File: config.mk
export PLATFORM = sky130hd
export DESIGN_NAME = coverfloat_multi_ch_sampler
export DESIGN_NICKNAME = d
export VERILOG_FILES = /design/src/rtl/coverfloat_multi_ch_sampler.sv
export SDC_FILE = /design/constraint.sdc
export NUM_CORES = 2
export LEC_CHECK = 0
export CAP_MARGIN = 20
export CORE_MARGIN = 8
export CORE_UTILIZATION = 52
export DETAILED_ROUTE_END_ITERATION = 16
export MAX_ROUTING_LAYER = met4
export PLACE_DENSITY = 0.84
export SYNTH_ARGS = -nofsm -noshare
export SYNTH_HDL_FRONTEND = slang
export SYNTH_SLANG_ARGS = --single-unit
File: constraint.sdc
create_clock -name clk -period 3.8 [get_ports clk]
set_input_delay 0.57 -clock clk [delete_from_list [all_inputs] [get_ports clk]]
set_output_delay 0.57 -clock clk [all_outputs]
set_load 0.005 [all_outputs]
File: src/rtl/coverfloat_multi_ch_sampler.sv
// Multi-channel FP transaction sampler: per-channel FIFOs, round-robin check/sample sequencing.
// Optional halt-on-fail behaviour is enabled with COVERFLOAT_HALT_ON_FAIL_EN.
module coverfloat_multi_ch_sampler #(
  parameter int NUM_CH = 4,
  parameter int TXN_W  = 128,
  parameter int DEPTH  = 4,
  parameter int CNT_W  = 32,
  parameter int CH_W   = (NUM_CH > 1) ? $clog2(NUM_CH) : 1
) (
  input  logic                    clk,
  input  logic                    rst_n,
  input  logic [NUM_CH-1:0]       in_valid,
  output logic [NUM_CH-1:0]       in_ready,
  input  logic [NUM_CH*TXN_W-1:0] in_txn,
  output logic                    chk_req,
  output logic [TXN_W-1:0]        chk_txn,
  output logic [CH_W-1:0]         chk_ch,
  input  logic                    chk_done,
  input  logic                    chk_pass,
  output logic                    smp_req,
  input  logic                    smp_done,
  output logic [CNT_W-1:0]        txn_cnt,
  output logic [CNT_W-1:0]        fail_cnt,
  output logic                    idle,
  output logic                    halted
);

  localparam int AW = $clog2(DEPTH);
  localparam int CW = AW + 1;

  localparam logic [1:0] S_IDLE   = 2'd0;
  localparam logic [1:0] S_CHECK  = 2'd1;
  localparam logic [1:0] S_SAMPLE = 2'd2;
  localparam logic [1:0] S_HALT   = 2'd3;

  localparam logic [CNT_W-1:0] CNT_MAX = '1;

  logic [TXN_W-1:0]  mem [NUM_CH][DEPTH];
  logic [AW-1:0]     wptr [NUM_CH];
  logic [AW-1:0]     rptr [NUM_CH];
  logic [CW-1:0]     cnt  [NUM_CH];
  logic [NUM_CH-1:0] nonempty;
  logic [NUM_CH-1:0] push;
  logic [NUM_CH-1:0] pop;

  logic [1:0]        state;
  logic [CH_W-1:0]   last_ch;
  logic [CH_W-1:0]   win_ch;
  logic              win_vld;
  logic              do_pop;
  logic              halt_q;

  always_comb begin
    for (int i = 0; i < NUM_CH; i++) begin
      nonempty[i] = (cnt[i] != '0);
      in_ready[i] = (cnt[i] != CW'(DEPTH));
      push[i]     = in_valid[i] & in_ready[i];
    end
  end

  // Search starts just after the last grant, so the granted channel is lowest priority.
  always_comb begin
    logic [CH_W-1:0] idx;
    win_vld = 1'b0;
    win_ch  = '0;
    idx     = '0;
    for (int k = 1; k <= NUM_CH; k++) begin
      idx = CH_W'((int'(last_ch) + k) % NUM_CH);
      if (!win_vld && nonempty[idx]) begin
        win_vld = 1'b1;
        win_ch  = idx;
      end
    end
  end

  assign do_pop = (state == S_IDLE) && win_vld;

  always_comb begin
    for (int i = 0; i < NUM_CH; i++) begin
      pop[i] = do_pop && (win_ch == CH_W'(i));
    end
  end

  always_ff @(posedge clk) begin
    for (int i = 0; i < NUM_CH; i++) begin
      if (push[i]) mem[i][wptr[i]] <= in_txn[i*TXN_W +: TXN_W];
    end
  end

  always_ff @(posedge clk or negedge rst_n) begin
    if (!rst_n) begin
      for (int i = 0; i < NUM_CH; i++) begin
        wptr[i] <= '0;
        rptr[i] <= '0;
        cnt[i]  <= '0;
      end
    end else begin
      for (int i = 0; i < NUM_CH; i++) begin
        if (push[i]) wptr[i] <= wptr[i] + 1'b1;
        if (pop[i])  rptr[i] <= rptr[i] + 1'b1;
        if (push[i] && !pop[i])      cnt[i] <= cnt[i] + 1'b1;
        else if (pop[i] && !push[i]) cnt[i] <= cnt[i] - 1'b1;
      end
    end
  end

`ifdef COVERFLOAT_HALT_ON_FAIL_EN
  logic pass_q;
`endif

  always_ff @(posedge clk or negedge rst_n) begin
    if (!rst_n) begin
      state    <= S_IDLE;
      chk_txn  <= '0;
      chk_ch   <= '0;
      last_ch  <= CH_W'(NUM_CH - 1);
      txn_cnt  <= '0;
      fail_cnt <= '0;
      halt_q   <= 1'b0;
`ifdef COVERFLOAT_HALT_ON_FAIL_EN
      pass_q   <= 1'b1;
`endif
    end else begin
      unique case (state)
        S_IDLE: begin
          if (do_pop) begin
            chk_txn <= mem[win_ch][rptr[win_ch]];
            chk_ch  <= win_ch;
            last_ch <= win_ch;
            state   <= S_CHECK;
          end
        end
        S_CHECK: begin
          if (chk_done) begin
`ifdef COVERFLOAT_HALT_ON_FAIL_EN
            pass_q <= chk_pass;
`endif
            if (!chk_pass && fail_cnt != CNT_MAX)
              fail_cnt <= fail_cnt + 1'b1;
            state <= S_SAMPLE;
          end
        end
        S_SAMPLE: begin
          if (smp_done) begin
            if (txn_cnt != CNT_MAX) txn_cnt <= txn_cnt + 1'b1;
`ifdef COVERFLOAT_HALT_ON_FAIL_EN
            if (!pass_q) begin
              state  <= S_HALT;
              halt_q <= 1'b1;
            end else begin
              state  <= S_IDLE;
            end
`else
            state <= S_IDLE;
`endif
          end
        end
        S_HALT: state <= S_HALT;
        default: state <= S_IDLE;
      endcase
    end
  end

  assign chk_req = (state == S_CHECK);
  assign smp_req = (state == S_SAMPLE);
  assign idle    = (state == S_IDLE) && !(|nonempty);

`ifdef COVERFLOAT_HALT_ON_FAIL_EN
  assign halted = halt_q;
`else
  assign halted = 1'b0;
  logic unused_halt;
  assign unused_halt = halt_q;
`endif

endmodule
**Word level (Yosys, flattened, before mapping)**

Memory sizes are Yosys's and may differ from the RTL's.
Index checks and enable logic that the tools add are counted.

- Output and inout bits: 202
- Input bits: 521
- Register bits after elaboration: 226
- Word-level logic and storage cells: 180
- Bits in writable memories: 2048
- Bits in latches: 0
- Memories: 1
- Bits in read-only memories: 0

Memory list:

| name | depth | width | read ports | clocked after memory_dff | wr ports | RTL line | source |
|---|---|---|---|---|---|---|---|
| mem | 4 | 512 | 1 | 0 | 4 | 38 | `logic [TXN_W-1:0] mem [NUM_CH][DEPTH];` |

- Multiplexer cells: 50
- Order comparisons: 14
- Equal/unequal tests: 15
- $mul: 0
- Bitwise logic cells: 10
- Shift operators: 0
- Add/sub/neg operators: 22
- Div/mod/pow operators: 0
- Reductions and logical operators: 50

Operators with widths:

| kind | count |
|---|---|
| $mux 512 | 4 |
| $demux 128 s2 | 4 |
| $mux 128 | 6 |
| $bmux 128 s2 | 1 |
| $add 32x1->32 const B | 2 |
| $ne 32x32->1 const B | 2 |
| $mux 3 | 8 |
| $logic_and 1x1->1 | 22 |
| $add 2x1->2 const B | 10 |
| $ge 3x3->1 const B | 6 |
| $mux 2 | 9 |
| $not 2->3 | 6 |
| $logic_not 1->1 | 13 |
| $add 3x1->3 const B | 4 |
| $lt 2x3->1 const B | 4 |
| $lt 3x1->1 const B | 4 |
| $mux 1 | 12 |
| $ne 3x3->1 const B | 4 |
| $reduce_bool 3->1 | 4 |
| $sub 3x1->3 const B | 4 |
| $reduce_and 3->1 | 3 |
| $bmux 1 s2 | 4 |
| $eq 2x2->1 const B | 4 |
| $pmux 2 s4 | 1 |
| 10 further kinds | 20 |

**Depth between registers and ports, before layout**

- Depth in word-level cells: 21
- Mapped depth: 15
- Mapped depth without buffers: 10

**Worst setup path before layout**

Ideal clock, no wire load.

- Kind: reg-to-reg
- From: register cnt[0] in the netlist's numbering
- To: memory mem[3][0] in the netlist's numbering (enable)
- Data required time: 3297 ps
- Period minus slack after synthesis: 4158 ps
- Buffers on the path: 0
- Path slack: -358 ps
- Stages on the path, launching flop included: 4
- Library setup time: 503 ps
- Arrival time: 3654 ps
- Path through: dfrtp_1 nor2_1 nand2_1 and3_1

RTL lines:

| item | RTL line | source |
|---|---|---|
| from (decl) | 41 | `logic [CW-1:0] cnt [NUM_CH];` |
| from (signal, indexed assignment) | 101 | `if (push[i] && !pop[i]) cnt[i] <= cnt[i] + 1'b1;` |
| from (signal, indexed assignment) | 102 | `else if (pop[i] && !push[i]) cnt[i] <= cnt[i] - 1'b1;` |
| to (decl) | 38 |  |

**Worst setup path in the final report**

- From: register cnt[9] in the netlist's numbering
- To: output port idle

- Longest elaborated chain between the ends: 4

RTL lines:

| item | RTL line | source |
|---|---|---|
| $reduce_bool 3->1 | 55 | `nonempty[i] = (cnt[i] != '0);` |
| $reduce_or 4->1 | 166 | `assign idle = (state == S_IDLE) && !(\|nonempty);` |
| $logic_not 1->1 | 166 |  |
| $logic_and 1x1->1 | 166 |  |
| to (decl) | 24 | `output logic idle,` |

Every way passes these cells.

==> qor.txt <==
Met3 Routed Length -> 34.2 mm
Critical path class -> reg -> out
Proportion of synthesized chip area in sequential cells -> 74.5%
Post-route antenna net violation count -> 0
Multi-input combinational cell area -> 21000 um^2
Average footprint of a synthesized cell -> 14.9 um^2
Number of global-route vias before repair -> 61800
Simple-Gate Fraction of Synth Area -> 5.79%
Power per cell area -> 723 nW/um^2
Initial DRT Pass Iterations -> 6
Final Slew Violations -> 0
Cell area after synthesis -> 90100 um^2
Final cell count without fillers -> 9251
Maximum clock rate -> 270 MHz
Warnings from Yosys -> 0
Cell count after synthesis -> 6059
Area added between synthesis and finish -> 19.9%
Clock root buffer master -> sky130_fd_sc_hd__clkbuf_16
Static Leakage -> 0.0378 uW
Overall die width -> 432 um
Largest net degree at the start of global routing -> 216
HP Start -> in_txn[392]
Count of final setup violators -> 0
Total length of routed wires -> 288 mm
Max Buffers Root-to-Sink -> 3
Worst vdd rail ir drop -> 0.718 mV
Max-slew headroom at the worst pin -> 10.2%
FFs w/ async S/R, synth -> 9.94%
Compound-Gate Fraction of Synth Area -> 13.1%
Initial antenna violation count -> 82
Type of origin of the critical path -> register
Final period util -> 97.6%
Fraction of synthesized area in multiplexers -> 2.93%
Total Die Area -> 187000 um^2
Worst slew pin tran -> 1350 ps
Row count -> 152
Core region area -> 172000 um^2
Setup fix buffers added after clock tree synthesis -> 0
I/O Pins -> 723
Number of fillers in the final layout -> 11500
Initial cell density of the core -> 52.4%
Final cell utilization of the core -> 62.9%
Hold EP -> mem[3][8]
Required time worst endpoint -> 3230 ps
Clock insertion delay at the later pin of the skew report -> 890 ps
Remaining DRCs -> 0
TritonCTS sink count -> 2274
Top routing layer in use -> met4
RSZ-0062 raised after global routing -> false
Average wire per cell in the routed design -> 31.2 um
Worst hold-check path type -> in -> reg
Synth Flop Type -> sky130_fd_sc_hd__edfxtp_1
Via total after detailed routing -> 61500
DR vias/cell -> 6.65
Routed length on met2 -> 138 mm
Violation count after the first detailed-route iteration -> 10300
Outcome -> finished clean
Number of enable flip-flop cells after synthesis -> 2048
Cell count of the worst hold path -> 1
Post-Synth XOR/XNOR Area -> 0.826%
TritonCTS clock tree -> built
Placer's final routability congestion estimate -> 0.899
Fin. Hold Viols -> 0
H-tree depth -> 4
First-pass GRT wire length -> 411 mm
Syn Nets -> 6611
Worst Skew -> 54.3 ps
Vert. Die Dim -> 432 um
Inserted Clock Buffers -> 214
Critical register-to-register path startpoint -> cnt[9]
Clock slew seen by the registers of the worst setup and hold paths -> 60 ps
Distinct cells, synth -> 52
Post-Place Cells -> 8763
Data arrival, critical path -> 3140 ps
Overflow left after global routing -> 0
Post-Route M1 WL -> 94.1 mm
Nets@finish -> 7222
Final-layout worst hold slack -> 320 ps
Share of final-layout standard cells stronger than drive strength 1 -> 9.06%
Maximum fanout along the worst path -> 6
Number of violations of the max-capacitance limit -> 0
Sequential cell area in the final layout -> 67200 um^2
Adder-cell share of the synthesized area -> 0.464%
Post-route minimum period -> 3710 ps
Total GRT Usage -> 30.5%
Cell count of the worst reg-to-reg path -> 8
Critical path endpoint category -> output port
Final TNS setup -> 0 ps
R2R setup slack -> 110 ps
Capture point of the worst reg-to-reg path -> chk_txn[15]
Flip-flop and latch count after synthesis -> 2274
Placed wire-length estimate after detailed placement -> 163 mm
Input/output buffers -> 721
Main combinational cell family by area after synthesis -> compound AO/OA/AOI/OAI gates
-- worst max-delay path, stage by stage (launching register included) --
cell and delay, ps:
sky130_fd_sc_hd__dfrtp_1 430, sky130_fd_sc_hd__or3_1 550, sky130_fd_sc_hd__nor2_1 340, sky130_fd_sc_hd__and3_1 380, sky130_fd_sc_hd__clkdlybuf4s50_1 590
-- final cells by class --
type | instances | share of cell area, %
inverters | 26 | 0.0903
clock buffers | 301 | 5.55
diodes | 84 | 0.195
multi-input cells | 3294 | 19.4
repair buffers | 860 | 8.68
well taps | 2310 | 2.67
clock inverters | 102 | 1.23
flip-flops and latches | 2274 | 62.2
-- Yosys cell counts (all sizes together) (37+ instances only) --
library cell / n / area [um^2]
a221oi: 257 / 2930
a211oi: 256 / 1930
edfxtp: 2048 / 61500
nand2: 804 / 3020
nor2: 161 / 604
and3: 158 / 988
clkbuf: 257 / 972
mux2i: 257 / 2570
dfrtp: 224 / 5610
a22oi: 385 / 2890
xnor2: 60 / 526
a21oi: 773 / 3870
buf: 208 / 1100
nand3: 37 / 190
-- per-layer routing --
| metal | global-route usage, % | vias up |
|---|---|---|
| met4 | 21.1 | 0 |
| met3 | 5.49 | 1167 |
| met1 | 36.4 | 30000 |
| li1 | - | 24900 |
| met2 | 47.5 | 5548 |
| met5 | - | - |
-- power breakdown --
part	leakage, uW	total [uW]	internal [uW]	switching [uW]
Clock	0.00356	22200	12600	9540
Sequential	0.0218	33300	32200	1100
Combinational	0.0124	22700	7200	15500
-- cell usage in the layout, fill, tap and decap left out, types with 7 or more instances in the layout --
cell type,instances
sky130_fd_sc_hd__edfxtp_1,2048
sky130_fd_sc_hd__nand2_1,803
sky130_fd_sc_hd__a21oi_1,772
sky130_fd_sc_hd__clkdlybuf4s50_1,720
sky130_fd_sc_hd__a22oi_1,385
sky130_fd_sc_hd__mux2i_1,257
sky130_fd_sc_hd__a211oi_1,255
sky130_fd_sc_hd__dfrtp_1,224
sky130_fd_sc_hd__clkbuf_16,214
sky130_fd_sc_hd__nor2_1,161
sky130_fd_sc_hd__a221oi_1,149
sky130_fd_sc_hd__and3_1,141
sky130_fd_sc_hd__a221oi_2,108
sky130_fd_sc_hd__buf_12,87
sky130_fd_sc_hd__diode_2,84
sky130_fd_sc_hd__xnor2_1,60
sky130_fd_sc_hd__clkbuf_1,55
sky130_fd_sc_hd__buf_4,50
sky130_fd_sc_hd__nand3_1,34
sky130_fd_sc_hd__clkinv_2,32
sky130_fd_sc_hd__clkbuf_8,32
sky130_fd_sc_hd__ha_1,27
sky130_fd_sc_hd__inv_1,26
sky130_fd_sc_hd__xor2_1,25
sky130_fd_sc_hd__nand4_1,23
sky130_fd_sc_hd__bufinv_16,23
sky130_fd_sc_hd__and3_4,17
sky130_fd_sc_hd__clkinv_1,17
sky130_fd_sc_hd__nor3_1,9
sky130_fd_sc_hd__clkinvlp_4,8
sky130_fd_sc_hd__inv_6,7
-- sequential cells by signal, summed over array words and instances, names as in the netlist --
register	flops
mem	2048
chk_txn	128
fail_cnt	32
txn_cnt	32
cnt	12
rptr	8
wptr	8
chk_ch	2
last_ch	2
state	2
-- timing repair --
item | 4_1_cts | 5_1_grt
hold buffers | 1 | 0
endpoints found under the setup margin | 0 | 1
hold endpoints to repair | 53 | 0
resized for setup | 0 | 1
-- cell families (layout without fill, tap and decap cells) --
family                   count (synthesis)  after routing
buffers and inverters                  491           1289
flip-flops                            2274           2274
adder cells (fa/ha/maj)                 31             31
AND/OR/NAND/NOR                       1224           1224
XOR/XNOR                                85             85
AO/OA/AOI/OAI                         1690           1690
other                                    1             85
multiplexers                           263            263
-- how the worst max path moves through the flow --
| stage | start | to |
|---|---|---|
| after floorplan | cnt[9] | mem[0][128] |
| after global placement | cnt[9] | chk_txn[11] |
| after detailed placement | cnt[9] | chk_txn[15] |
| after CTS | cnt[9] | chk_txn[106] |
| after global routing | cnt[9] | chk_txn[106] |
| final | cnt[9] | idle |
-- through the flow --
| stage | area (um^2) | setup slack, ps | power (uW) |
|---|---|---|---|
| floorplan | 90100 | -314 | 47600 |
| global placement | 100000 | 384 | 54700 |
| detailed placement | 100000 | 186 | 55500 |
| CTS | 108000 | 69.1 | 77600 |
| global route | 108000 | 10.7 | 80400 |
| finish | 108000 | 91.6 | 78200 |
Note: power is estimated with default switching activity, not from simulation.
